$ cat src/rtl/pong_score_controller.sv
`default_nettype none
// ============================================================================
// Module      : pong_score_controller
// Description : Match-level scoring for Pong. Holds both players' scores and
//               sequences IDLE -> PLAY -> POINT pause -> WIN. It gates the ball
//               logic with game_run, chooses the serve direction and drives
//               the score digits and blink mask for the seven-segment driver.
//               Optional macro AUTO_RESTART_EN: when defined, WIN returns to
//               IDLE by itself after HOLD_CYCLES cycles.
// Revision    : 1.0 - initial release
// ============================================================================
module pong_score_controller #(
    parameter int WIN_SCORE      = 9,
    parameter int HOLD_CYCLES    = 100000000,
    parameter int BLINK_DIV_BITS = 24
) (
    input  logic       clk,
    input  logic       reset,
    input  logic       p1_point,
    input  logic       p2_point,
    input  logic       start,
    output logic [3:0] p1_score,
    output logic [3:0] p2_score,
    output logic [3:0] digit_blank,
    output logic       game_run,
    output logic       serve_dir,
    output logic [1:0] winner
);

    localparam int         c_HOLD_W    = (HOLD_CYCLES > 1) ? $clog2(HOLD_CYCLES) : 1;
    localparam logic [c_HOLD_W-1:0] c_HOLD_LOAD = c_HOLD_W'(HOLD_CYCLES - 1);
    localparam logic [3:0] c_WIN       = 4'(WIN_SCORE);

    typedef enum logic [1:0] {
        S_IDLE  = 2'd0,
        S_PLAY  = 2'd1,
        S_POINT = 2'd2,
        S_WIN   = 2'd3
    } state_t;

    state_t                    r_state;
    logic [c_HOLD_W-1:0]       r_hold;
    logic                      r_last_p2;
    logic [BLINK_DIV_BITS-1:0] r_blink_cnt;

    logic [BLINK_DIV_BITS-1:0] w_blink_next;
    logic                      w_phase;
    logic [3:0]                w_p1_inc;
    logic [3:0]                w_p2_inc;
    logic [3:0]                w_mask_p1;
    logic [3:0]                w_mask_p2;

    // The blink phase is taken from the counter value being loaded this edge,
    // so a registered blank bit always matches the counter MSB that it sits
    // beside.
    assign w_blink_next = r_blink_cnt + 1'b1;
    assign w_phase      = w_blink_next[BLINK_DIV_BITS-1];
    assign w_p1_inc     = p1_score + 4'd1;
    assign w_p2_inc     = p2_score + 4'd1;
    assign w_mask_p1    = {1'b0, w_phase, 2'b00};
    assign w_mask_p2    = {3'b000, w_phase};

    // Free-running blink counter, wraps naturally at 2^BLINK_DIV_BITS.
    always_ff @(posedge clk or posedge reset) begin
        if (reset) begin
            r_blink_cnt <= '0;
        end else begin
            r_blink_cnt <= w_blink_next;
        end
    end

    // Match state machine with all outputs registered alongside the state.
    always_ff @(posedge clk or posedge reset) begin
        if (reset) begin
            r_state     <= S_IDLE;
            r_hold      <= '0;
            r_last_p2   <= 1'b0;
            p1_score    <= 4'd0;
            p2_score    <= 4'd0;
            digit_blank <= 4'b0000;
            game_run    <= 1'b0;
            serve_dir   <= 1'b0;
            winner      <= 2'b00;
        end else begin
            case (r_state)
                S_IDLE: begin
                    game_run    <= 1'b0;
                    digit_blank <= 4'b0000;
                    if (start) begin
                        r_state  <= S_PLAY;
                        game_run <= 1'b1;
                    end
                end

                S_PLAY: begin
                    game_run    <= 1'b1;
                    digit_blank <= 4'b0000;
                    // Player 1 has priority when both pulses coincide.
                    if (p1_point) begin
                        p1_score    <= w_p1_inc;
                        serve_dir   <= 1'b1;
                        game_run    <= 1'b0;
                        r_last_p2   <= 1'b0;
                        digit_blank <= w_mask_p1;
                        if (w_p1_inc == c_WIN) begin
                            r_state <= S_WIN;
                            winner  <= 2'b01;
`ifdef AUTO_RESTART_EN
                            r_hold  <= c_HOLD_LOAD;
`endif
                        end else begin
                            r_state <= S_POINT;
                            r_hold  <= c_HOLD_LOAD;
                        end
                    end else if (p2_point) begin
                        p2_score    <= w_p2_inc;
                        serve_dir   <= 1'b0;
                        game_run    <= 1'b0;
                        r_last_p2   <= 1'b1;
                        digit_blank <= w_mask_p2;
                        if (w_p2_inc == c_WIN) begin
                            r_state <= S_WIN;
                            winner  <= 2'b10;
`ifdef AUTO_RESTART_EN
                            r_hold  <= c_HOLD_LOAD;
`endif
                        end else begin
                            r_state <= S_POINT;
                            r_hold  <= c_HOLD_LOAD;
                        end
                    end
                end

                S_POINT: begin
                    // Counter loaded with HOLD_CYCLES-1 so the pause is
                    // exactly HOLD_CYCLES cycles including the entry edge.
                    game_run    <= 1'b0;
                    digit_blank <= r_last_p2 ? w_mask_p2 : w_mask_p1;
                    if (r_hold == '0) begin
                        r_state     <= S_PLAY;
                        game_run    <= 1'b1;
                        digit_blank <= 4'b0000;
                    end else begin
                        r_hold <= r_hold - 1'b1;
                    end
                end

                S_WIN: begin
                    game_run    <= 1'b0;
                    digit_blank <= winner[1] ? w_mask_p2 : w_mask_p1;
                    if (start) begin
                        r_state     <= S_PLAY;
                        p1_score    <= 4'd0;
                        p2_score    <= 4'd0;
                        winner      <= 2'b00;
                        serve_dir   <= 1'b0;
                        game_run    <= 1'b1;
                        digit_blank <= 4'b0000;
                    end
`ifdef AUTO_RESTART_EN
                    else if (r_hold == '0) begin
                        r_state     <= S_IDLE;
                        p1_score    <= 4'd0;
                        p2_score    <= 4'd0;
                        winner      <= 2'b00;
                        serve_dir   <= 1'b0;
                        digit_blank <= 4'b0000;
                    end else begin
                        r_hold <= r_hold - 1'b1;
                    end
`endif
                end

                default: begin
                    r_state <= S_IDLE;
                end
            endcase
        end
    end

endmodule
`default_nettype wire

$ cat config.mk
export PLATFORM = sky130hd
export DESIGN_NAME = pong_score_controller
export DESIGN_NICKNAME = d
export VERILOG_FILES = /design/src/rtl/pong_score_controller.sv
export SDC_FILE = /design/constraint.sdc
export NUM_CORES = 1
export LEC_CHECK = 0
export BUFFER_PORTS_ARGS = -buffer_cell sky130_fd_sc_hd__buf_2
export CAP_MARGIN = 20
export CORE_ASPECT_RATIO = 1.75
export CORE_MARGIN = 3
export CORE_UTILIZATION = 61
export CTS_CLUSTER_DIAMETER = 50
export CTS_CLUSTER_SIZE = 8
export DETAILED_ROUTE_END_ITERATION = 8
export PLACE_DENSITY = 0.91
export SLEW_MARGIN = 10
export SYNTH_ARGS = -nofsm -noshare
export SYNTH_HDL_FRONTEND = slang
export SYNTH_SLANG_ARGS = --single-unit
$ cat constraint.sdc
create_clock -name clk -period 2.8 [get_ports clk]
set_input_delay 0.28 -clock clk [delete_from_list [all_inputs] [get_ports clk]]
set_output_delay 0.28 -clock clk [all_outputs]
set_load 0.1 [all_outputs]
==> results of run 1 <==
-- worst min-delay path: stages --
cell     delay, ns
buf_2         0.13
a21oi_1       0.13
a21oi_1       0.05
-- stage by stage --
| stage | power [mW] | std cells | instance area [um^2] |
|---|---|---|---|
| floorplan | 2.37 | 374 | 3670 |
| finish | 3.57 | 479 | 4080 |
| global placement | 2.63 | 462 | 3840 |
| detailed placement | 2.68 | 462 | 3840 |
| CTS | 3.56 | 479 | 4070 |
| global route | 3.74 | 479 | 4080 |
-- power by group --
group | internal [mW] | total [mW] | switching (mW)
Combinational | 0.446 | 1.53 | 1.09
Sequential | 1.08 | 1.18 | 0.102
Clock | 0.485 | 0.852 | 0.368
Total | 2.01 | 3.57 | 1.56
-- kinds of logic (layout without fill, tap and decap cells) --
family                     after synthesis  after routing
muxes                                    9              9
xor gates and xnor gates                27             27
other                                    1              2
AOI/OAI and AO/OA                       88             88
and+or+nand+nor                        139            139
DFF                                     68             68
adders and majority gates               10             10
buffers and inverters                   31             60
-- metal layers --
layer | GRT usage, % | up-vias | part of all wire, % | wire length, um
met5 | 0 | - | 0 | 0
met1 | 31.8 | 1480 | 38 | 3270
met2 | 46.0 | 119 | 53 | 4520
met3 | 4.89 | 31 | 4.8 | 412
met4 | 17.5 | 0 | 3.7 | 319
li1 | - | 1408 | - | -
-- state kept, by name (all words and copies together), names as in the netlist --
name,count
r_blink_cnt,24
winner,2
r_last_p2,1
digit_blank,2
game_run,1
serve_dir,1
p2_score,4
p1_score,4
r_state,2
r_hold,27
-- worst max path at each step --
stage           startpoint         end  slack (ns)  cells after the start
2_1_floorplan  p2_score[3]  r_hold[10]        0.15                      6
3_3_place_gp    r_hold[16]  r_hold[18]        0.25                      7
3_5_place_dp     r_hold[7]   r_hold[2]        0.15                      7
4_1_cts          r_hold[7]  r_hold[11]        0.11                      7
5_1_grt         r_hold[16]  r_hold[10]        0.09                      7
6_report        r_hold[16]  r_hold[11]        0.23                      7
-- cells in the mapped netlist, types with 2 or more instances --
| cell type | instances | share of area [%] |
|---|---|---|
| clkbuf_1 | 10 | 1.0 |
| nand3_1 | 16 | 2.2 |
| nor2_1 | 19 | 1.9 |
| buf_4 | 2 | 0.41 |
| nor2b_1 | 3 | 0.51 |
| a41oi_1 | 2 | 0.48 |
| nand2b_1 | 8 | 1.4 |
| ha_1 | 10 | 3.4 |
| a22oi_1 | 2 | 0.41 |
| nor4_1 | 6 | 1.0 |
| dfrtp_1 | 68 | 47 |
| mux2_2 | 3 | 0.92 |
| a21oi_1 | 13 | 1.8 |
| inv_1 | 15 | 1.5 |
| nand4_1 | 9 | 1.5 |
| buf_6 | 2 | 0.62 |
| o41ai_1 | 4 | 0.96 |
| a31oi_1 | 16 | 2.7 |
| and3_1 | 6 | 1.0 |
| mux2_4 | 2 | 0.82 |
| a22o_1 | 4 | 0.96 |
| nor3_1 | 14 | 1.9 |
| o211ai_1 | 4 | 0.82 |
| xnor2_1 | 16 | 3.8 |
| nor4b_1 | 2 | 0.48 |
| and2_1 | 5 | 0.85 |
| mux2i_1 | 4 | 1.1 |
| o21ai_0 | 24 | 3.3 |
| o21a_1 | 3 | 0.62 |
| o31ai_1 | 4 | 0.82 |
| xor2_1 | 11 | 2.6 |
| and4_1 | 4 | 0.96 |
| nor3b_1 | 2 | 0.41 |
| nand2_1 | 36 | 3.7 |
-- layout make-up --
class	instances	area (um^2)
tap	76	95.1
timing repair buffer	29	175
clock buffer	13	169
inverter	15	56.3
sequential	68	1710
multi-input combinational	275	1840
fill	408	1600
clock inverter	3	43.8
-- what timing repair did --
| item | in CTS | in global routing |
|---|---|---|
| buffers inserted | 0 | 0 |
| resized for setup | 0 | 4 |
| endpoints found under the hold margin | 19 | 0 |
| endpoints found under the setup margin | 0 | 21 |
| hold buffers | 1 | 0 |
==> impl_results.md, run 1 <==
- Status: completed
- Crit path cell chain: or3_4 > or4_4 > nor4_4 > nand2b_1 > buf_4 > nor2_4 > a22o_1
- Synth Area in XOR/XNOR: 6.46%
- Post-synthesis adder-cell area fraction: 3.42%
- Hold crit path type: in -> reg
- Worst-path maximum fanout: 16
- Initial antenna violation count: 0
- Startpoint Class: register
- ANT nets after route: 0
- Routed length per instance: 17.8 um
- Max clock buf depth: 2
- Crit path DAT: 2.82 ns
- Vias in the first global route: 3102
- Commonest non-fill, non-tap cell in the layout: dfrtp_1
- Final setup viols: 0
- Boundary pin count: 21
- Via density: 6.34
- CTS Buf Count: 9
- Syn. warnings: 0
- Antenna Cells: 0
- Proportion of synthesized area in mux cells: 2.84%
- Delay-heaviest family, CP: simple AND/OR/NAND/NOR gates
- HPWL Detailed: 5860 um
- Cell count after synthesis: 373
- Max-slew violations: 0
- Final design utilization: 71.9%
- Flip-flop and latch count after synthesis: 68
- Slew @ Worst Pin: 0.779 ns
- Final WL: 8520 um
- Synth cell types: 58
- Post-synth EDFFs: 0
- Pwr/cell area: 874 mW/mm^2
- Worst skew pair latency: 0.35 ns
- R2R Path End: r_hold[11]
- Die Ht: 108 um
- Crit-path slowest cell: or4_4
- Register area share after synthesis: 46.5%
- Fin. Hold Viols: 0
- Kind of critical path: reg -> reg
- Min setup slack post-route: 0.226 ns
- Crit path capture type: register
- Worst hold slack: 0.276 ns
- Worst-path clk slew: 0.07 ns
- Clock Tree Root: clkbuf_8
- RSZ-0062 raised after global routing: no
- R2R depth: 7
- GRT overflow: 0
- Commonest non-fill, non-tap cells in the layout: dfrtp_1 (65), nand2_1 (35), o21ai_0 (24)
- All-Layer GR Usage: 27.4%
- Critical Path RT: 3.04 ns
- Setup WS pre-CTS: 0.154 ns
- Main combinational cell family by area after synthesis: simple AND/OR/NAND/NOR gates
- Clock Sinks: 68
- DRC Markers: 0
- Compound-cell area share of the yosys netlist: 16.4%
- Global placement routability congestion: 0.896
- Starting Density: 64.5%
- Die X-Extent: 64.5 um
- Post-synthesis simple-gate area fraction: 20.5%
- Share of cells above drive strength 1: 16.4%
- Worst stage delay on the critical path: 0.47 ns
- Tmin final: 2.57 ns
- Setup_tns: 0 ns
- P&R area growth vs syn: 11.5%
- Global-route wire length before repair: 14600 um
- WHS Path Cells: 3
- Fin nets: 413
- Ys flop type: dfrtp_1
- Max_cap viols: 0
- Pre-Repair DR Iteration Count: 4
- Slew HR: 47.6%
- CP Buf/Inv Count: 1
- CTS tree: built
- Starting DRT DRC Count: 292
- Hold Path Sink: r_last_p2
- RR Startpoint: r_hold[16]
- Core area: 0.00568 mm^2
- H-tree lvl count: 3
- Port Buf Inserts: 18
- R2R Setup Slk: 0.23 ns
- Worst IR Drop VDD: 615 uV
- Full die area: 0.00700 mm^2
- Syn Area/Cell: 9.81 um^2
- Final Cycle Share: 91.9%
- Row count: 36
- Largest net degree at the start of global routing: 31
- DR vias: 3038
- Synthesized area: 0.00366 mm^2
- Final setup skew: 0.00723 ns
- Fmax: 0.388 GHz
- Hold Path Origin: p2_point
- Lkg Pwr: 1.75 nW
- Post-synth ARST share: 100%
Note: power is estimated with default switching activity, not from simulation.
==> run 2, diff against run 1 <==
- BUFFER_PORTS_ARGS: -buffer_cell sky130_fd_sc_hd__buf_2 -> not set
- CORE_UTILIZATION: 61 -> 63
- DONT_BUFFER_PORTS: not set -> 1
- PLACE_DENSITY: 0.91 -> 0.9
==> run 2 against run 1 <==
Total power is 3.6% higher; critical endpoint is now r_hold[10]; via count is 0.53% lower; sequential share of layout area is 0.051 points lower; largest cell class unchanged; clock power is 17% higher; flip-flop and latch count stayed put.
==> impl_results.md, run 2 (same netlist as run 1, synthesis figures left out) <==
- H-tree lvl count: 3 (unchanged)
- RSZ-0062 raised after global routing: no (unchanged)
- Slew HR: 39.0% (was 47.6%)
- Met3 WL: 521 um (was 412 um)
- Core area: 0.00559 mm^2 (was 0.00568 mm^2)
- Highest metal used: met4 (unchanged)
- Antenna Cells: 0 (unchanged)
- Fmax: 0.369 GHz (was 0.388 GHz)
- Hold crit path type: in -> reg (unchanged)
- DRC Markers: 0 (unchanged)
- Max_cap viols: 0 (unchanged)
- Fin. Hold Viols: 0 (unchanged)
- HPWL Detailed: 5950 um (was 5860 um)
- Max-slew violations: 0 (unchanged)
- Via density: 6.46 (was 6.34)
- GRT overflow: 0 (unchanged)
- Starting Density: 65.5% (was 64.5%)
- Status: completed (unchanged)
- Share of cells above drive strength 1: 13.8% (was 16.4%)
- Slew @ Worst Pin: 0.916 ns (was 0.779 ns)
- Wire length on met1: 3100 um (was 3270 um)
- RR Startpoint: p2_score[0] (was r_hold[16])
- Final setup viols: 0 (unchanged)
- Setup_tns: 0 ns (unchanged)
- Row count: 36 (unchanged)
- ANT nets after route: 0 (unchanged)
- Final WL: 8560 um (was 8520 um)
- Vias in the first global route: 3103 (was 3102)
- Final Cycle Share: 96.8% (was 91.9%)
- Worst IR Drop VDD: 406 uV (was 615 uV)
- Die X-Extent: 63.6 um (was 64.5 um)
- Crit path from: p2_score[0] (was r_hold[16])
- Pre-Repair DR Iteration Count: 5 (was 4)
- Starting DRT DRC Count: 338 (was 292)
- Tmin final: 2.71 ns (was 2.57 ns)
- Largest net degree at the start of global routing: 41 (was 31)
- DR vias: 3022 (was 3038)
- Critical Path RT: 3.00 ns (was 3.04 ns)
- Cell Area, Placed: 0.00382 mm^2 (was 0.00384 mm^2)
- Full die area: 0.00679 mm^2 (was 0.00700 mm^2)
- Reg with most FFs: r_hold (unchanged)
- Routed length per instance: 18.3 um (was 17.8 um)
- Met2 routed WL: 4520 um (about the same)
- Pwr/cell area: 905 mW/mm^2 (was 874 mW/mm^2)
- FILL cells: 400 (was 408)
- Crit path DAT: 2.91 ns (was 2.82 ns)
- Top Registers: r_hold (27), r_blink_cnt (24) (unchanged)
- Global placement routability congestion: 0.913 (was 0.896)
- P&R area growth vs syn: 11.7% (was 11.5%)
- Max reg flops: 27 (unchanged)
- Final design utilization: 73.1% (was 71.9%)
- Global-route wire length before repair: 14600 um (unchanged)
- Port Buf Inserts: 0 (was 18)
- Kind of critical path: reg -> reg (unchanged)
- Initial antenna violation count: 0 (unchanged)
- Startpoint Class: register (unchanged)
- Worst-path clk slew: 0.07 ns (about the same)
- All-Layer GR Usage: 27.9% (was 27.4%)
- Boundary pin count: 21 (unchanged)
- Min setup slack post-route: 0.0908 ns (was 0.226 ns)
- Clock Sinks: 68 (unchanged)
- Lkg Pwr: 1.72 nW (was 1.75 nW)
- Worst-path maximum fanout: 16 (unchanged)
- CTS Buf Count: 9 (unchanged)
- Max clock buf depth: 2 (unchanged)
- Cell area after layout: 0.00409 mm^2 (was 0.00408 mm^2)
- Hold Path Origin: p1_point (was p2_point)
- Setup WS pre-CTS: 0.114 ns (was 0.154 ns)
- Final setup skew: 0.0124 ns (was 0.00723 ns)
- Die Ht: 107 um (was 108 um)
- CTS tree: built (unchanged)
- Fin nets: 402 (was 413)
- Worst skew pair latency: 0.36 ns (was 0.35 ns)
- Power Total: 3.70 mW (was 3.57 mW)
- Commonest non-fill, non-tap cells in the layout: dfrtp_1 (65), nand2_1 (35), o21ai_0 (24) (unchanged)
- Clock Tree Root: clkbuf_8 (unchanged)
- Commonest non-fill, non-tap cell in the layout: dfrtp_1 (unchanged)
- Crit path capture type: register (unchanged)
==> run 2: cell types whose count changed in the layout (fill, tap and decap cells not counted), sizes merged <==
cell,previous run,this run
buf,28,17
bufinv,1,3
clkbuf,13,10
clkinvlp,0,1
==> run 2: worst paths after layout <==
| kind | end | slack, ns | cells after the start |
|---|---|---|---|
| worst min register to register | r_blink_cnt[0] | 0.46 | 1 |
| worst max-delay path | r_hold[10] | 0.09 | 7 |
| worst min-delay path | r_last_p2 | 0.03 | 1 |
| worst max register to register | r_hold[10] | 0.09 | 7 |
| min in group asynchronous | p2_score[3] | 0.46 | 2 |
| max in group asynchronous | r_blink_cnt[7] | 1.72 | 3 |
==> run 2: metrics by stage <==
stage / hold WS, ns / cells
2_1_floorplan: 0.421 / 374
3_5_place_dp: 0.265 / 451
4_1_cts: 0.0140 / 468
3_3_place_gp: 0.261 / 451
6_report: 0.0254 / 468
5_1_grt: 0.00497 / 468
==> run 2: layer usage <==
layer | vias to the layer above | global-route usage [%]
li1 | 1384 | -
met1 | 1450 | 30.4
met2 | 142 | 48.1
met3 | 46 | 6.29
met4 | 0 | 17.9
met5 | - | 0
==> run 2: final cells by class <==
| cell class | instances | area (um^2) | share of cell area [%] |
|---|---|---|---|
| Timing Repair Buffer | 18 | 150 | 3.68 |
| Sequential cell | 68 | 1710 | 41.7 |
| Tap cell | 76 | 95.1 | 2.33 |
| Multi-Input combinational cell | 275 | 1830 | 44.8 |
| Clock inverter | 6 | 111 | 2.73 |
| Clock buffer | 10 | 138 | 3.37 |
| Inverter | 15 | 56.3 | 1.38 |
==> run 2: worst max-delay path, stage by stage (launching register included) <==
cell      delay (ns)
dfrtp_2         0.46
ha_1            0.25
xor2_1          0.15
or4b_2          0.69
a41o_1          0.48
buf_4           0.28
nand4_1         0.09
o311ai_0        0.15
==> run 2: repair_timing <==
action	in CTS	in global routing
buffers inserted	0	0
hold endpoints to repair	28	0
endpoints found under the setup margin	0	15
gates resized for setup	0	2
hold buffers	1	0
==> run 2: power by group <==
group	internal, mW	switching (mW)	leakage (nW)
Clock	0.615	0.380	0.122
Combinational	0.427	0.948	0.779
Sequential	1.08	0.251	0.817
==> run 3, diff against run 2 <==
- CORE_UTILIZATION: 63 -> 48
- PLACE_DENSITY: 0.9 -> 0.74
- REMOVE_ABC_BUFFERS: not set -> 1
==> run 3 against run 2 <==
Clock skew is 0.0070 ns lower; critical path type unchanged; routed wire length is 5.0% lower; count of clock-buffer cells in the layout is 1 lower; largest cell class unchanged; total power is 4.4% higher; sequential share of layout area is 1.1 points lower.
==> impl_results.md, run 3 (same netlist as run 1, synthesis figures left out) <==
- Status: completed (unchanged)
- Routed length per instance: 16.9 um (was 18.3 um)
- ANT nets after route: 0 (unchanged)
- Pre-Repair DR Iteration Count: 5 (unchanged)
- Max reg flops: 27 (unchanged)
- Crit path DAT: 2.82 ns (was 2.91 ns)
- HPWL Detailed: 5630 um (was 5950 um)
- Commonest non-fill, non-tap cells in the layout: dfrtp_1 (68), nand2_1 (36), o21ai_0 (24) (was dfrtp_1 (65), nand2_1 (35), o21ai_0 (24))
- Global placement routability congestion: 0.867 (was 0.913)
- GRT overflow: 0 (unchanged)
- Fin nets: 406 (was 402)
- Slew @ Worst Pin: 0.932 ns (was 0.916 ns)
- Share of cells above drive strength 1: 13.4% (was 13.8%)
- Reg with most FFs: r_hold (unchanged)
- Max_cap viols: 0 (unchanged)
- Core area: 0.00728 mm^2 (was 0.00559 mm^2)
- Lkg Pwr: 1.77 nW (was 1.72 nW)
- Worst stage delay on the critical path: 0.47 ns (was 0.69 ns)
- DRC Markers: 0 (unchanged)
- Crit-path slowest cell: or4_4 (was or4b_2)
- DR vias: 2922 (was 3022)
- Non-filler cells, final: 482 (was 468)
- Met2 usage: 36.1% (was 48.1%)
- Startpoint Class: register (unchanged)
- Final setup viols: 0 (unchanged)
- Min setup slack post-route: 0.185 ns (was 0.0908 ns)
- Global-route wire length before repair: 13600 um (was 14600 um)
- Row count: 41 (was 36)
- Crit path cell chain: or3_4 > or4_4 > nor4_4 > nand2_1 > a31oi_1 > a31oi_1 (was ha_1 > xor2_1 > or4b_2 > a41o_1 > buf_4 > nand4_1 > o311ai_0)
- Die Ht: 121 um (was 107 um)
- Cell area after layout: 0.00418 mm^2 (was 0.00409 mm^2)
- Commonest non-fill, non-tap cell in the layout: dfrtp_1 (unchanged)
- Worst-path maximum fanout: 14 (was 16)
- Slew HR: 37.9% (was 39.0%)
- Setup WS pre-CTS: 0.229 ns (was 0.114 ns)
- Crit path capture type: register (unchanged)
- All-Layer GR Usage: 19.9% (was 27.9%)
- Worst IR Drop VDD: 389 uV (was 406 uV)
- Crit-path most repeated cell: a31oi_1
- Tmin final: 2.61 ns (was 2.71 ns)
- Setup_tns: 0 ns (unchanged)
- Starting Density: 50.2% (was 65.5%)
- Via density: 6.06 (was 6.46)
- Max-slew violations: 0 (unchanged)
- Hold crit path type: in -> reg (unchanged)
- Final Cycle Share: 93.4% (was 96.8%)
- Post-CTS sizing: 0 (unchanged)
- Final setup skew: 0.00539 ns (was 0.0124 ns)
- RSZ-0062 raised after global routing: no (unchanged)
- Post-CTS Setup Inserts: 0 (unchanged)
- Boundary pin count: 21 (unchanged)
- Dpl cells: 465 (was 451)
- GR Util met1: 21.3% (was 30.4%)
- Max clock buf depth: 2 (unchanged)
- Port Buf Inserts: 0 (unchanged)
- Die X-Extent: 72.0 um (was 63.6 um)
- Largest net degree at the start of global routing: 69 (was 41)
- Fin. Hold Viols: 0 (unchanged)
- Clock Sinks: 68 (unchanged)
- Final WL: 8140 um (was 8560 um)
- Initial antenna violation count: 0 (unchanged)
- Worst hold slack: 0.0277 ns (was 0.0254 ns)
- Final design utilization: 57.4% (was 73.1%)
- Cell Area, Placed: 0.00386 mm^2 (was 0.00382 mm^2)
- Kind of critical path: reg -> reg (unchanged)
- Full die area: 0.00875 mm^2 (was 0.00679 mm^2)
- Grt met3 use: 4.48% (was 6.29%)
- Clock Tree Root: clkbuf_16 (was clkbuf_8)
- CP Buf/Inv Count: 0 (was 1)
- Vias in the first global route: 2940 (was 3103)
- Worst skew pair latency: 0.34 ns (was 0.36 ns)
- Power Total: 3.86 mW (was 3.70 mW)
- Antenna Cells: 0 (unchanged)
- Critical Path RT: 3.00 ns (about the same)
- CTS tree: built (unchanged)
- Worst-path clk slew: 0.05 ns (was 0.07 ns)
- GRT Max-Usage Layer: met2 (unchanged)
- Fmax: 0.382 GHz (was 0.369 GHz)
- H-tree lvl count: 3 (unchanged)
- Delay-heaviest family, CP: simple AND/OR/NAND/NOR gates (unchanged)
- Pwr/cell area: 923 mW/mm^2 (was 905 mW/mm^2)
- Top Registers: r_hold (27), r_blink_cnt (24) (unchanged)
- CTS Buf Count: 9 (unchanged)
- Starting DRT DRC Count: 271 (was 338)
- P&R area growth vs syn: 14.3% (was 11.7%)
[run 3: metal layers]
| metal | vias to the layer above | wire [um] |
|---|---|---|
| li1 | 1401 | - |
| met1 | 1443 | 3140 |
| met2 | 62 | 4450 |
| met3 | 16 | 340 |
| met4 | 0 | 204 |
| met5 | - | 0 |
[run 3: power by group]
part	switching (mW)	internal (mW)
Sequential	0.238	1.08
Combinational	0.914	0.438
Clock	0.420	0.775
[run 3: worst register-to-register path, delay by kind of cell (launching register included)]
| kind | cells | cell delay [ns] |
|---|---|---|
| simple gates | 4 | 1.63 |
| flops | 1 | 0.44 |
| compound gates | 2 | 0.41 |
[run 3: final timing paths]
path,endpoint,startpoint,slack (ns),cells past startpoint
setup / recovery,r_hold[2],r_hold[16],0.19,6
hold / removal,r_last_p2,p1_point,0.03,1
setup reg to reg,r_hold[2],r_hold[16],0.19,6
hold reg to reg,r_blink_cnt[0],r_blink_cnt[0],0.45,1
max in group asynchronous,r_blink_cnt[19],reset,2.04,3
min in group asynchronous,r_hold[21],reset,0.47,3
[run 3: cell type report]
cell class	instances	area, um^2
multi-input cells	275	1820
fillers	614	3100
clock buffers	9	225
inverters	15	56.3
clock inverters	7	91.3
flip-flops and latches	68	1700
repair buffers	22	180
well taps	86	108
[run 3: what timing repair did]
item / 4_1_cts / 5_1_grt
hold endpoints to repair: 68 / 0
setup endpoints to repair: 0 / 0
hold buffers: 1 / 0
